--- config.mk ---
export PLATFORM = sky130hd
export DESIGN_NAME = sw_conditioner
export DESIGN_NICKNAME = d
export VERILOG_FILES = /design/src/rtl/sw_conditioner.sv
export SDC_FILE = /design/constraint.sdc
export NUM_CORES = 1
export LEC_CHECK = 0
export ABC_AREA = 1
export CORE_ASPECT_RATIO = 1.1
export CORE_MARGIN = 3
export CORE_UTILIZATION = 51
export DETAILED_ROUTE_END_ITERATION = 6
export HOLD_SLACK_MARGIN = 0.05
export PLACE_DENSITY = 0.78
export SLEW_MARGIN = 20
export SYNTH_ARGS = -nofsm -noshare
export SYNTH_HDL_FRONTEND = slang
export SYNTH_SLANG_ARGS = --single-unit
--- constraint.sdc ---
create_clock -name Clock -period 1.6 [get_ports Clock]
set_clock_uncertainty 0.15 [all_clocks]
set_input_delay 0.32 -clock Clock [delete_from_list [all_inputs] [get_ports Clock]]
set_output_delay 0.32 -clock Clock [all_outputs]
set_load 0.02 [all_outputs]
--- src/rtl/sw_conditioner.sv ---
// sw_conditioner: input conditioner between the raw board switches and the picoMips core.
//
// Every SW_raw bit is synchronised through SYNC_STAGES flops. The handshake bit (SW_raw[8])
// is debounced by a four-state FSM that accepts a level change only after DEBOUNCE_CYCLES
// consecutive identical synchronised samples. The data bits (SW_raw[7:0]) track the
// synchroniser while the debounced handshake is low and are frozen from the edge the
// handshake is accepted high until the first edge after it is accepted low again.
//
// Ports:
//   Clock        in   1  system clock, rising edge
//   nReset       in   1  asynchronous active-low reset
//   SW_raw       in   9  raw switches; [8] = handshake, [7:0] = data
//   SW_out       out  9  conditioned switches; [8] = debounced handshake, [7:0] = data
//   hs_rise      out  1  one-cycle pulse coincident with SW_out[8] 0->1
//   hs_fall      out  1  one-cycle pulse coincident with SW_out[8] 1->0
//   glitch_count out  8  saturating count of aborted handshake transitions
module sw_conditioner #(
  parameter int unsigned SYNC_STAGES     = 2,
  parameter int unsigned DEBOUNCE_CYCLES = 16,
  localparam int unsigned CNT_W          = $clog2(DEBOUNCE_CYCLES + 1)
) (
  input  logic       Clock,
  input  logic       nReset,
  input  logic [8:0] SW_raw,
  output logic [8:0] SW_out,
  output logic       hs_rise,
  output logic       hs_fall,
  output logic [7:0] glitch_count
);

  // Elaboration-time guard on parameter ranges.
  if (SYNC_STAGES < 2 || SYNC_STAGES > 4) begin : g_bad_sync
    $error("sw_conditioner: SYNC_STAGES must be 2..4");
  end
  if (DEBOUNCE_CYCLES < 2) begin : g_bad_debounce
    $error("sw_conditioner: DEBOUNCE_CYCLES must be >= 2");
  end

  localparam logic [CNT_W-1:0] CntLast = CNT_W'(DEBOUNCE_CYCLES - 1);
  localparam logic [CNT_W-1:0] CntOne  = CNT_W'(1);

  // ---------------------------------------------------------------------------
  // Synchroniser: the only reader of SW_raw.
  // ---------------------------------------------------------------------------
  logic [8:0] sync_q [SYNC_STAGES];

  always_ff @(posedge Clock or negedge nReset) begin
    if (!nReset) begin
      for (int i = 0; i < int'(SYNC_STAGES); i++) begin
        sync_q[i] <= '0;
      end
    end else begin
      sync_q[0] <= SW_raw;
      for (int i = 1; i < int'(SYNC_STAGES); i++) begin
        sync_q[i] <= sync_q[i-1];
      end
    end
  end

  logic       sync_hs;
  logic [7:0] sync_data;

  assign sync_hs   = sync_q[SYNC_STAGES-1][8];
  assign sync_data = sync_q[SYNC_STAGES-1][7:0];

  // ---------------------------------------------------------------------------
  // Debounce FSM and data freeze.
  // ---------------------------------------------------------------------------
  typedef enum logic [1:0] {
    StLo,
    StPendHi,
    StHi,
    StPendLo
  } state_e;

  state_e           state_q, state_d;
  logic [CNT_W-1:0] cnt_q, cnt_d;
  logic             hs_q, hs_d;
  logic [7:0]       data_q, data_d;
  logic             rise_q, rise_d;
  logic             fall_q, fall_d;
  logic [7:0]       glitch_q, glitch_d;
  logic             glitch_inc;

  always_comb begin
    state_d    = state_q;
    cnt_d      = cnt_q;
    hs_d       = hs_q;
    data_d     = data_q;
    rise_d     = 1'b0;
    fall_d     = 1'b0;
    glitch_inc = 1'b0;

    unique case (state_q)
      StLo: begin
        data_d = sync_data;
        if (sync_hs) begin
          state_d = StPendHi;
          cnt_d   = CntOne;
        end
      end

      StPendHi: begin
        // Loading here also covers the capture on the edge that enters HI.
        data_d = sync_data;
        if (!sync_hs) begin
          state_d    = StLo;
          cnt_d      = '0;
          glitch_inc = 1'b1;
        end else if (cnt_q == CntLast) begin
          state_d = StHi;
          cnt_d   = '0;
          hs_d    = 1'b1;
          rise_d  = 1'b1;
        end else begin
          cnt_d = cnt_q + CntOne;
        end
      end

      StHi: begin
        if (!sync_hs) begin
          state_d = StPendLo;
          cnt_d   = CntOne;
        end
      end

      StPendLo: begin
        // Data stays frozen; tracking resumes only once the FSM sits in LO.
        if (sync_hs) begin
          state_d    = StHi;
          cnt_d      = '0;
          glitch_inc = 1'b1;
        end else if (cnt_q == CntLast) begin
          state_d = StLo;
          cnt_d   = '0;
          hs_d    = 1'b0;
          fall_d  = 1'b1;
        end else begin
          cnt_d = cnt_q + CntOne;
        end
      end

      default: begin
        state_d = StLo;
        cnt_d   = '0;
        hs_d    = 1'b0;
      end
    endcase
  end

  // Saturating: stays at 255 until reset.
  always_comb begin
    glitch_d = glitch_q;
    if (glitch_inc && (glitch_q != 8'hFF)) begin
      glitch_d = glitch_q + 8'd1;
    end
  end

  always_ff @(posedge Clock or negedge nReset) begin
    if (!nReset) begin
      state_q  <= StLo;
      cnt_q    <= '0;
      hs_q     <= 1'b0;
      data_q   <= '0;
      rise_q   <= 1'b0;
      fall_q   <= 1'b0;
      glitch_q <= '0;
    end else begin
      state_q  <= state_d;
      cnt_q    <= cnt_d;
      hs_q     <= hs_d;
      data_q   <= data_d;
      rise_q   <= rise_d;
      fall_q   <= fall_d;
      glitch_q <= glitch_d;
    end
  end

  assign SW_out       = {hs_q, data_q};
  assign hs_rise      = rise_q;
  assign hs_fall      = fall_q;
  assign glitch_count = glitch_q;

endmodule

# ---- Word level (Yosys, flattened, before mapping)
# Cells that the tools add are included.
dict set report totals {
  in_bits 11
  output_inout_bits 19
  word_cells 57
  ff_bits 44
}
dict set report classes {
  n_eq_ne 13
  addsub 2
  n_mux 26
  n_reduce_logical 7
}
# cell count
set ops {}
lappend ops {{$mux W5} 5}
lappend ops {{$pmux W5 S4} 1}
lappend ops {{$mux W2} 6}
lappend ops {{$ne A2 B2 Y1 const B} 6}
lappend ops {{$mux W1} 11}
lappend ops {{$add A8 B1 Y8 const B} 1}
lappend ops {{$ne A8 B8 Y1 const B} 1}
lappend ops {{$pmux W2 S4} 1}
lappend ops {{$ne A3 B3 Y1 const B} 2}
lappend ops {{$add A5 B1 Y5 const B} 1}
lappend ops {{$eq A5 B4 Y1 const B} 1}
lappend ops {{$reduce_and A5 Y1} 1}
lappend ops {{$eq A2 B2 Y1 const B} 2}
lappend ops {{$pmux W1 S2} 2}
lappend ops {{$reduce_and A4 Y1} 1}
lappend ops {{$eq A2 B1 Y1 const B} 1}
lappend ops {{$logic_not A2 Y1} 1}
lappend ops {{$reduce_and A2 Y1} 1}
lappend ops {{$reduce_bool A2 Y1} 1}
lappend ops {{$reduce_or A2 Y1} 1}
lappend ops {{$logic_and A1 B1 Y1} 1}

# ---- Depth between registers and ports, before layout
# Gate-level depths: netlist of run 1.
dict set report logic_depth {
  depth_word 4
  depth_mapped 8
  mapped_depth_nobuf 8
}

# ---- Least setup slack after synthesis of run 1
# No wires, ideal clock.
dict set report synth_path {
  kind {register to register}
  start {reg glitch_q[1] (netlist: glitch_count[1])}
  end {reg glitch_q[4] (netlist: glitch_count[4])}
  synth_period_minus_slack_ns 1.509
  stages_incl_launch_ff 9
  path_slack_ns 0.091
  setup_ns 0.117
  arrival_time_ns 1.242
  cell_sequence {dfrtp_1 ha_1 nand2_1 nor2_2 nand2_1 nand2_4 inv_2 nand2_1 nand2_1}
}
dict set report synth_between {
  elab_chain_len 2
  word_cells_on_any_way 3
  cone_classes {1 x add/sub; 1 x eq/ne; 1 x reduce/logical}
}
# element line_no
set synth_lines {}
lappend synth_lines {{start, declared} 82} ;# logic [7:0] glitch_q, glitch_d;
lappend synth_lines {{start signal, assigned} 175} ;# glitch_q <= glitch_d;
lappend synth_lines {{parallel branches: the longest is 2 deep, another holds $add A8 B1 Y8} --}
# Parallel ways; which one is timed is not known.
# A chain may end at the register's enable or synchronous reset.

# ---- Final worst setup path of run 1
dict set report layout_path {
  start {reg glitch_q[1] (netlist: glitch_count[1])}
  end {out glitch_count[1]}
}
# element line_no
set layout_rtl {}
lappend layout_rtl {{end, declared} 28} ;# output logic [7:0] glitch_count
# No word-level cell between the ends.

==> summary.md, run 1 <==
| Metric | Value |
|---|---|
| Leakage | `1.09 nW` |
| Met2 usage | `between 30 and 40%` |
| Clock Latency Late Sink | `between 0.3 and 0.4 ns` |
| Worst vdd ir | `about 0.8 mV` |
| I/O Pins | `30` |
| Commonest non-fill, non-tap cell in the layout | `nand2_1` |
| Initial DRT Pass Iterations | `4` |
| Grt met1 use | `23.5%` |
| DIE WIDTH | `~61 um` |
| Post-detail-place hpwl | `approximately 2300 um` |
| DIE AREA | `~4100 um2` |
| Crit path launch type | `flip-flop` |
| Vias in the first global route | `around 1.3k` |
| Worst endpoint required time | `1.13 ns` |
| CTS tree | `built` |
| Layout cells sized above 1 | `between 10% and 20%` |
| Placer Congestion | `approximately 0.96` |
| Yosys warning count | `0` |
| Crit-path leading delay family | `flip-flops` |
| DRT iter0 DRCs | `61` |
| Setup Total Neg Slack | `0 ns` |
| Clk root buf | `clkbuf_4` |
| Hold WS | `~0.2 ns` |
| Final Hold Fails | `0` |
| Largest net degree at the start of global routing | `30` |
| Pwr/cell area | `approximately 1000 nW/um2` |
| Crit end category | `output pin` |
| Clk buf depth | `2` |
| Synth Cell Area | `1700 um2` |
| Syn Area/Cell | `about 9.8 um2` |
| Core area | `roughly 3100 um2` |
| Final-stage net count | `232` |
| Crit share post-route | `between 90% and 100%` |
| #FFs+latches synth | `44` |
| Finished Cell Area | `about 2200 um2` |
| FP Rows | `21` |
| Worst-path cell chain | `dlygate4sd2_1` |
| Tightest Pin Transition | `slightly above 0.4 ns` |
| GRT Max-Usage Layer | `met2` |
| Wirelength per Cell | `12.8 um` |
| CP Buf/Inv Count | `1` |
| All-Layer GR Usage | `between 10% and 20%` |
| Run status | `completed` |
| Post-Synthesis Cells | `about 170` |
| Final WL | `approximately 3200 um` |
| Slowest cell on crit path | `dfrtp_1` |
| H-tree Lvls | `2` |
| Pwr Total | `2.25 mW` |
| Final core utilization | `just under 70%` |
| Routed vias | `between 1k and 1.5k` |
| Arr. time, crit path | `roughly 1.1 ns` |
| Crit Path Category | `flip-flop to output pin` |
| CTS Sinks | `44` |
| Sequential area share after synthesis | `about two thirds` |
| First-pass GRT wire length | `between 5000 and 6000 um` |
| Netlist cell types | `21` |
| Net Count, Synth | `approximately 190` |
| CTS clock-pin slew for the worst setup and hold paths | `0.12 ns` |
| Met3 Usage GRT | `under 10%` |
| Die height | `between 60 and 70 um` |
| Tmin final | `roughly 1.6 ns` |
| Slew HR | `approximately 73%` |
| Commonest non-fill, non-tap cells in the layout | `70 x nand2_1, 43 x dfrtp_1, 14 x dlygate4sd2_1` |
| Port Buffers | `29` |
| Final setup vio count | `0` |
| Drt drc | `0` |
| Place WS | `0.0849 ns` |
| Non-filler cells, final | `between 200 and 300` |
| Area Overhead vs Synth | `27.1%` |
| Hold/Removal Path Class | `flip-flop to flip-flop` |
| Ant. Diodes | `0` |
| Crit path largest cell delay | `0.43 ns` |
| Antenna Nets Post-Route | `0` |
| Fmax | `~0.64 GHz` |
| Grt ovf | `0` |
| Initial Util | `between 50 and 60%` |
| Placed Instances | `~240` |
| Final Worst Setup Slack | `between 0.03 and 0.04 ns` |
| Max Cap Viol | `0` |
| Post-DP Area | `2050 um2` |
| Num CTS Buffers | `5` |
| Max-slew violations | `0` |
| Initial antenna violation count | `0` |
| DR vias/cell | `around 5.1` |
| Critical Path Fanout Max | `3` |
## kinds of logic (layout without fill, tap and decap cells)
logic type               after synthesis  after routing  synth area share [%]
AND/OR/NAND/NOR                       98             98                  24.1
adder cells (fa/ha/maj)                2              2                  1.47
XOR/XNOR                               4              4                  2.06
AO/OA/AOI/OAI                          7              7                  2.21
flip-flops                            44             44                  64.7
buffers and inverters                 17             63                  4.85
multiplexers                           1              1                 0.588
## layer usage
| metal | part of all wire, % | wire length, um | vias to the layer above |
|---|---|---|---|
| met5 | 0 | 0 | - |
| met4 | 1.9 | 61 | 0 |
| met3 | 4.5 | 147 | 7 |
| met2 | 53 | 1730 | 31 |
| met1 | 40 | 1310 | 617 |
| li1 | - | - | 625 |
## Yosys cell counts
cell type | number | area (um2)
a21boi_1 | 1 | 7.51
a21oi_1 | 1 | 5.00
buf_4 | 3 | 22.5
buf_6 | 1 | 11.3
dfrtp_1 | 44 | 1100
ha_1 | 2 | 25.0
inv_1 | 9 | 33.8
inv_2 | 4 | 15.0
mux2i_1 | 1 | 10.0
nand2_1 | 71 | 267
nand2_2 | 1 | 6.26
nand2_4 | 1 | 11.3
nand3_1 | 12 | 60.1
nand4_1 | 3 | 18.8
nor2_1 | 8 | 30.0
nor2_2 | 1 | 6.26
nor2_4 | 1 | 11.3
o21ai_0 | 1 | 5.00
o21ai_1 | 4 | 20.0
xnor2_1 | 2 | 17.5
xor2_1 | 2 | 17.5
## power breakdown
part	leakage [nW]	switching (mW)	internal [mW]
sequential	0.543	0.0611	1.19
clock	0.0374	0.308	0.250
combinational	0.513	0.248	0.192
## final timing paths
kind / to / start / cells past startpoint / slack (ns)
max: glitch_count[1] / glitch_count[1]$_DFFE_PN0P_ / 1 / 0.04
min: sync_data[3]$_DFF_PN0_ / sync_q[12]$_DFF_PN0_ / 0 / 0.20
max reg2reg: glitch_count[2]$_DFFE_PN0P_ / glitch_count[0]$_DFFE_PN0P_ / 7 / 0.11
min reg2reg: sync_data[3]$_DFF_PN0_ / sync_q[12]$_DFF_PN0_ / 0 / 0.20
max in group asynchronous: cnt_q[0]$_DFFE_PN0P_ / nReset / 3 / 0.53
min in group asynchronous: hs_rise$_DFF_PN0_ / nReset / 2 / 0.28
## layout make-up
| class | instances | area (um2) |
|---|---|---|
| Sequential cell | 44 | 1100 |
| Clock buffer | 7 | 65.1 |
| Timing Repair Buffer | 43 | 378 |
| Inverter | 13 | 48.8 |
| Tap cell | 34 | 42.5 |
| Multi-Input combinational cell | 112 | 526 |
| Fill cell | 237 | 965 |
## sequential cells by signal, indices dropped and copies added (netlist names), named ones only
signal / cells
sync_q: 9
data_q: 8
glitch_count: 8
sync_data: 8
cnt_q: 5
hs_fall: 1
hs_q: 1
hs_rise: 1
state_q: 1
sync_hs: 1
## what timing repair did
| item | 4_1_cts | 5_1_grt |
|---|---|---|
| setup endpoints to repair | 19 | 17 |
| resized for setup | 20 | 10 |
| hold buffers | 1 | 0 |
| pin swaps | 0 | 3 |
| hold endpoints to repair | 15 | 0 |
| buffers inserted | 0 | 7 |
(Power assumes the default switching activity.)
==> inputs of run 2 (changes only) <==
--- a/config.mk
+++ b/config.mk
@@ -11,8 +11,9 @@
 export CORE_UTILIZATION = 51
 export DETAILED_ROUTE_END_ITERATION = 6
 export HOLD_SLACK_MARGIN = 0.05
+export MAX_ROUTING_LAYER = met4
 export PLACE_DENSITY = 0.78
-export SLEW_MARGIN = 20
+export SLEW_MARGIN = 40
 export SYNTH_ARGS = -nofsm -noshare
 export SYNTH_HDL_FRONTEND = slang
 export SYNTH_SLANG_ARGS = --single-unit
==> run 2 against run 1 <==
  * Via count grew 0.23%
  * Clock-buffer cell count stayed put
  * Worst setup slack is essentially flat
  * Utilization unchanged
  * Register-to-register slack about the same
  * Global-route usage increased by 0.44 points
  * Cell count stayed put
==> summary.md, run 2 (synthesized netlist as in run 1, its figures left out) <==
| Metric | Value |
|---|---|
| H-tree Lvls | `2 (unchanged)` |
| Slowest cell on crit path | `dfrtp_1 (unchanged)` |
| Crit path largest cell delay | `0.43 ns (about the same)` |
| Arr. time, crit path | `1.09 ns (about the same)` |
| R2r startpoint | `glitch_count[0]$_DFFE_PN0P_ (unchanged)` |
| R2R Path End | `glitch_count[2]$_DFFE_PN0P_ (unchanged)` |
| Die height | `66.6 um (unchanged)` |
| Worst vdd ir | `0.781 mV (was 0.780 mV)` |
| Pwr/cell area | `1040 nW/um2 (about the same)` |
| Clk root buf | `clkbuf_4 (unchanged)` |
| Crit Path Category | `flip-flop to output pin (unchanged)` |
| Final WL | `3250 um (unchanged)` |
| Commonest non-fill, non-tap cells in the layout | `70 x nand2_1, 43 x dfrtp_1, 14 x dlygate4sd2_1 (unchanged)` |
| Layout cells sized above 1 | `16.0% (unchanged)` |
| Wirelength per Cell | `12.8 um (unchanged)` |
| Hold WS | `0.203 ns (was 0.201 ns)` |
| Fmax | `0.640 GHz (about the same)` |
| Core area | `3130 um2 (unchanged)` |
| Final Worst Setup Slack | `0.0369 ns (was 0.0365 ns)` |
| Clk buf depth | `2 (unchanged)` |
| R2R Setup Slk | `0.11 ns (about the same)` |
| First-pass GRT wire length | `5600 um (was 5610 um)` |
| Crit-path leading delay family | `flip-flops (unchanged)` |
| Initial antenna violation count | `0 (unchanged)` |
| DRT iter0 DRCs | `65 (was 61)` |
| Port Buffers | `29 (unchanged)` |
| Leakage | `1.09 nW (unchanged)` |
| DR vias/cell | `5.07 (was 5.06)` |
| Clock Latency Late Sink | `0.34 ns (about the same)` |
| Most flop-heavy register | `sync_q (unchanged)` |
| Max Cap Viol | `0 (unchanged)` |
| Final setup vio count | `0 (unchanged)` |
| CTS Sinks | `44 (unchanged)` |
| Initial Util | `54.4% (unchanged)` |
| Hold endpoint | `sync_data[3]$_DFF_PN0_ (unchanged)` |
| Routed vias | `1,283 (was 1,280)` |
| Reg2Reg Depth | `7 (unchanged)` |
| Worst endpoint required time | `1.13 ns (about the same)` |
| Commonest non-fill, non-tap cell in the layout | `nand2_1 (unchanged)` |
| Crit path launch type | `flip-flop (unchanged)` |
| Num CTS Buffers | `5 (unchanged)` |
| Post-DP Area | `2050 um2 (unchanged)` |
| I/O Pins | `30 (unchanged)` |
| Hold path depth | `0 (unchanged)` |
| Worst-path cell chain | `dlygate4sd2_1 (unchanged)` |
| Crit share post-route | `97.7% (about the same)` |
| Post-detail-place hpwl | `2310 um (unchanged)` |
| Max-slew violations | `0 (unchanged)` |
| Largest register FFs | `9 (unchanged)` |
| Place WS | `0.0849 ns (unchanged)` |
| CTS tree | `built (unchanged)` |
| Tmin final | `1.56 ns (about the same)` |
| Drt drc | `0 (unchanged)` |
| DIE WIDTH | `61.1 um (unchanged)` |
| Slew HR | `72.3% (was 72.6%)` |
| Tightest Pin Transition | `0.415 ns (was 0.411 ns)` |
| Non-filler cells, final | `253 (unchanged)` |
| Crit end category | `output pin (unchanged)` |
| CP Buf/Inv Count | `1 (unchanged)` |
| Hold/Removal Path Class | `flip-flop to flip-flop (unchanged)` |
| Largest net degree at the start of global routing | `30 (unchanged)` |
| DIE AREA | `4070 um2 (unchanged)` |
| Vias in the first global route | `1,319 (was 1,320)` |
| Critical Path Fanout Max | `3 (unchanged)` |
| Placer Congestion | `0.976 (was 0.959)` |
| Worst Min Path Start | `sync_q[12]$_DFF_PN0_ (unchanged)` |
| Area Overhead vs Synth | `27.1% (unchanged)` |
| Ant. Diodes | `0 (unchanged)` |
| Antenna Nets Post-Route | `0 (unchanged)` |
| Finished Cell Area | `2160 um2 (unchanged)` |
| Final Hold Fails | `0 (unchanged)` |
| All-Layer GR Usage | `19.1% (was 18.6%)` |
| Run status | `completed (unchanged)` |
| Setup Total Neg Slack | `0 ns (unchanged)` |
| FP Rows | `21 (unchanged)` |
| Final-stage net count | `232 (unchanged)` |
| CTS clock-pin slew for the worst setup and hold paths | `0.11 ns (was 0.12 ns)` |
| Initial DRT Pass Iterations | `4 (unchanged)` |
| Grt ovf | `0 (unchanged)` |
| Placed Instances | `238 (unchanged)` |
[run 2: metal layers]
metal / vias up / track usage [%] / part of all wire (%)
li1: 625 / - / -
met1: 612 / 23.6 / 40
met2: 39 / 30.4 / 54
met3: 7 / 4.26 / 4.6
met4: 0 / 6.78 / 1.9
met5: - / - / 0
[run 2: what timing repair did]
item / in CTS / in global routing
pin swaps: 0 / 3
resized for setup: 20 / 10
endpoints found under the setup margin: 19 / 17
buffers inserted: 0 / 7
hold buffers: 1 / 0
endpoints found under the hold margin: 15 / 0
[run 2: cell type report]
cell class | instances | area [um2]
repair buffers | 43 | 378
fillers | 237 | 965
well taps | 34 | 42.5
clock buffers | 7 | 65.1
inverters | 13 | 48.8
flip-flops and latches | 44 | 1100
multi-input cells | 112 | 526
[run 2: how the worst max path moves through the flow]
stage	cells after the start	slack, ns	start	to
after CTS	1	0.004	glitch_count[0]$_DFFE_PN0P_	glitch_count[0]
after global placement	1	0.13	glitch_count[3]$_DFFE_PN0P_	glitch_count[3]
after detailed placement	8	0.08	glitch_count[0]$_DFFE_PN0P_	glitch_count[5]$_DFFE_PN0P_
final	1	0.04	glitch_count[1]$_DFFE_PN0P_	glitch_count[1]
after global routing	8	-0.02	glitch_count[0]$_DFFE_PN0P_	glitch_count[0]$_DFFE_PN0P_
after floorplan	8	0.09	glitch_count[1]$_DFFE_PN0P_	glitch_count[4]$_DFFE_PN0P_
[run 2: per-stage QoR]
| step | total power [mW] | utilization (%) |
|---|---|---|
| after floorplan | 1.48 | - |
| after global placement | 1.69 | 65.7 |
| after detailed placement | 1.71 | 65.7 |
| after CTS | 2.23 | 67.3 |
| after global routing | 2.38 | 69.1 |
| final | 2.25 | 69.1 |
[run 2: report_power, final]
| part | internal [mW] | switching [mW] |
|---|---|---|
| clock network | 0.250 | 0.307 |
| logic | 0.192 | 0.248 |
| registers | 1.19 | 0.0614 |
| total | 1.64 | 0.617 |
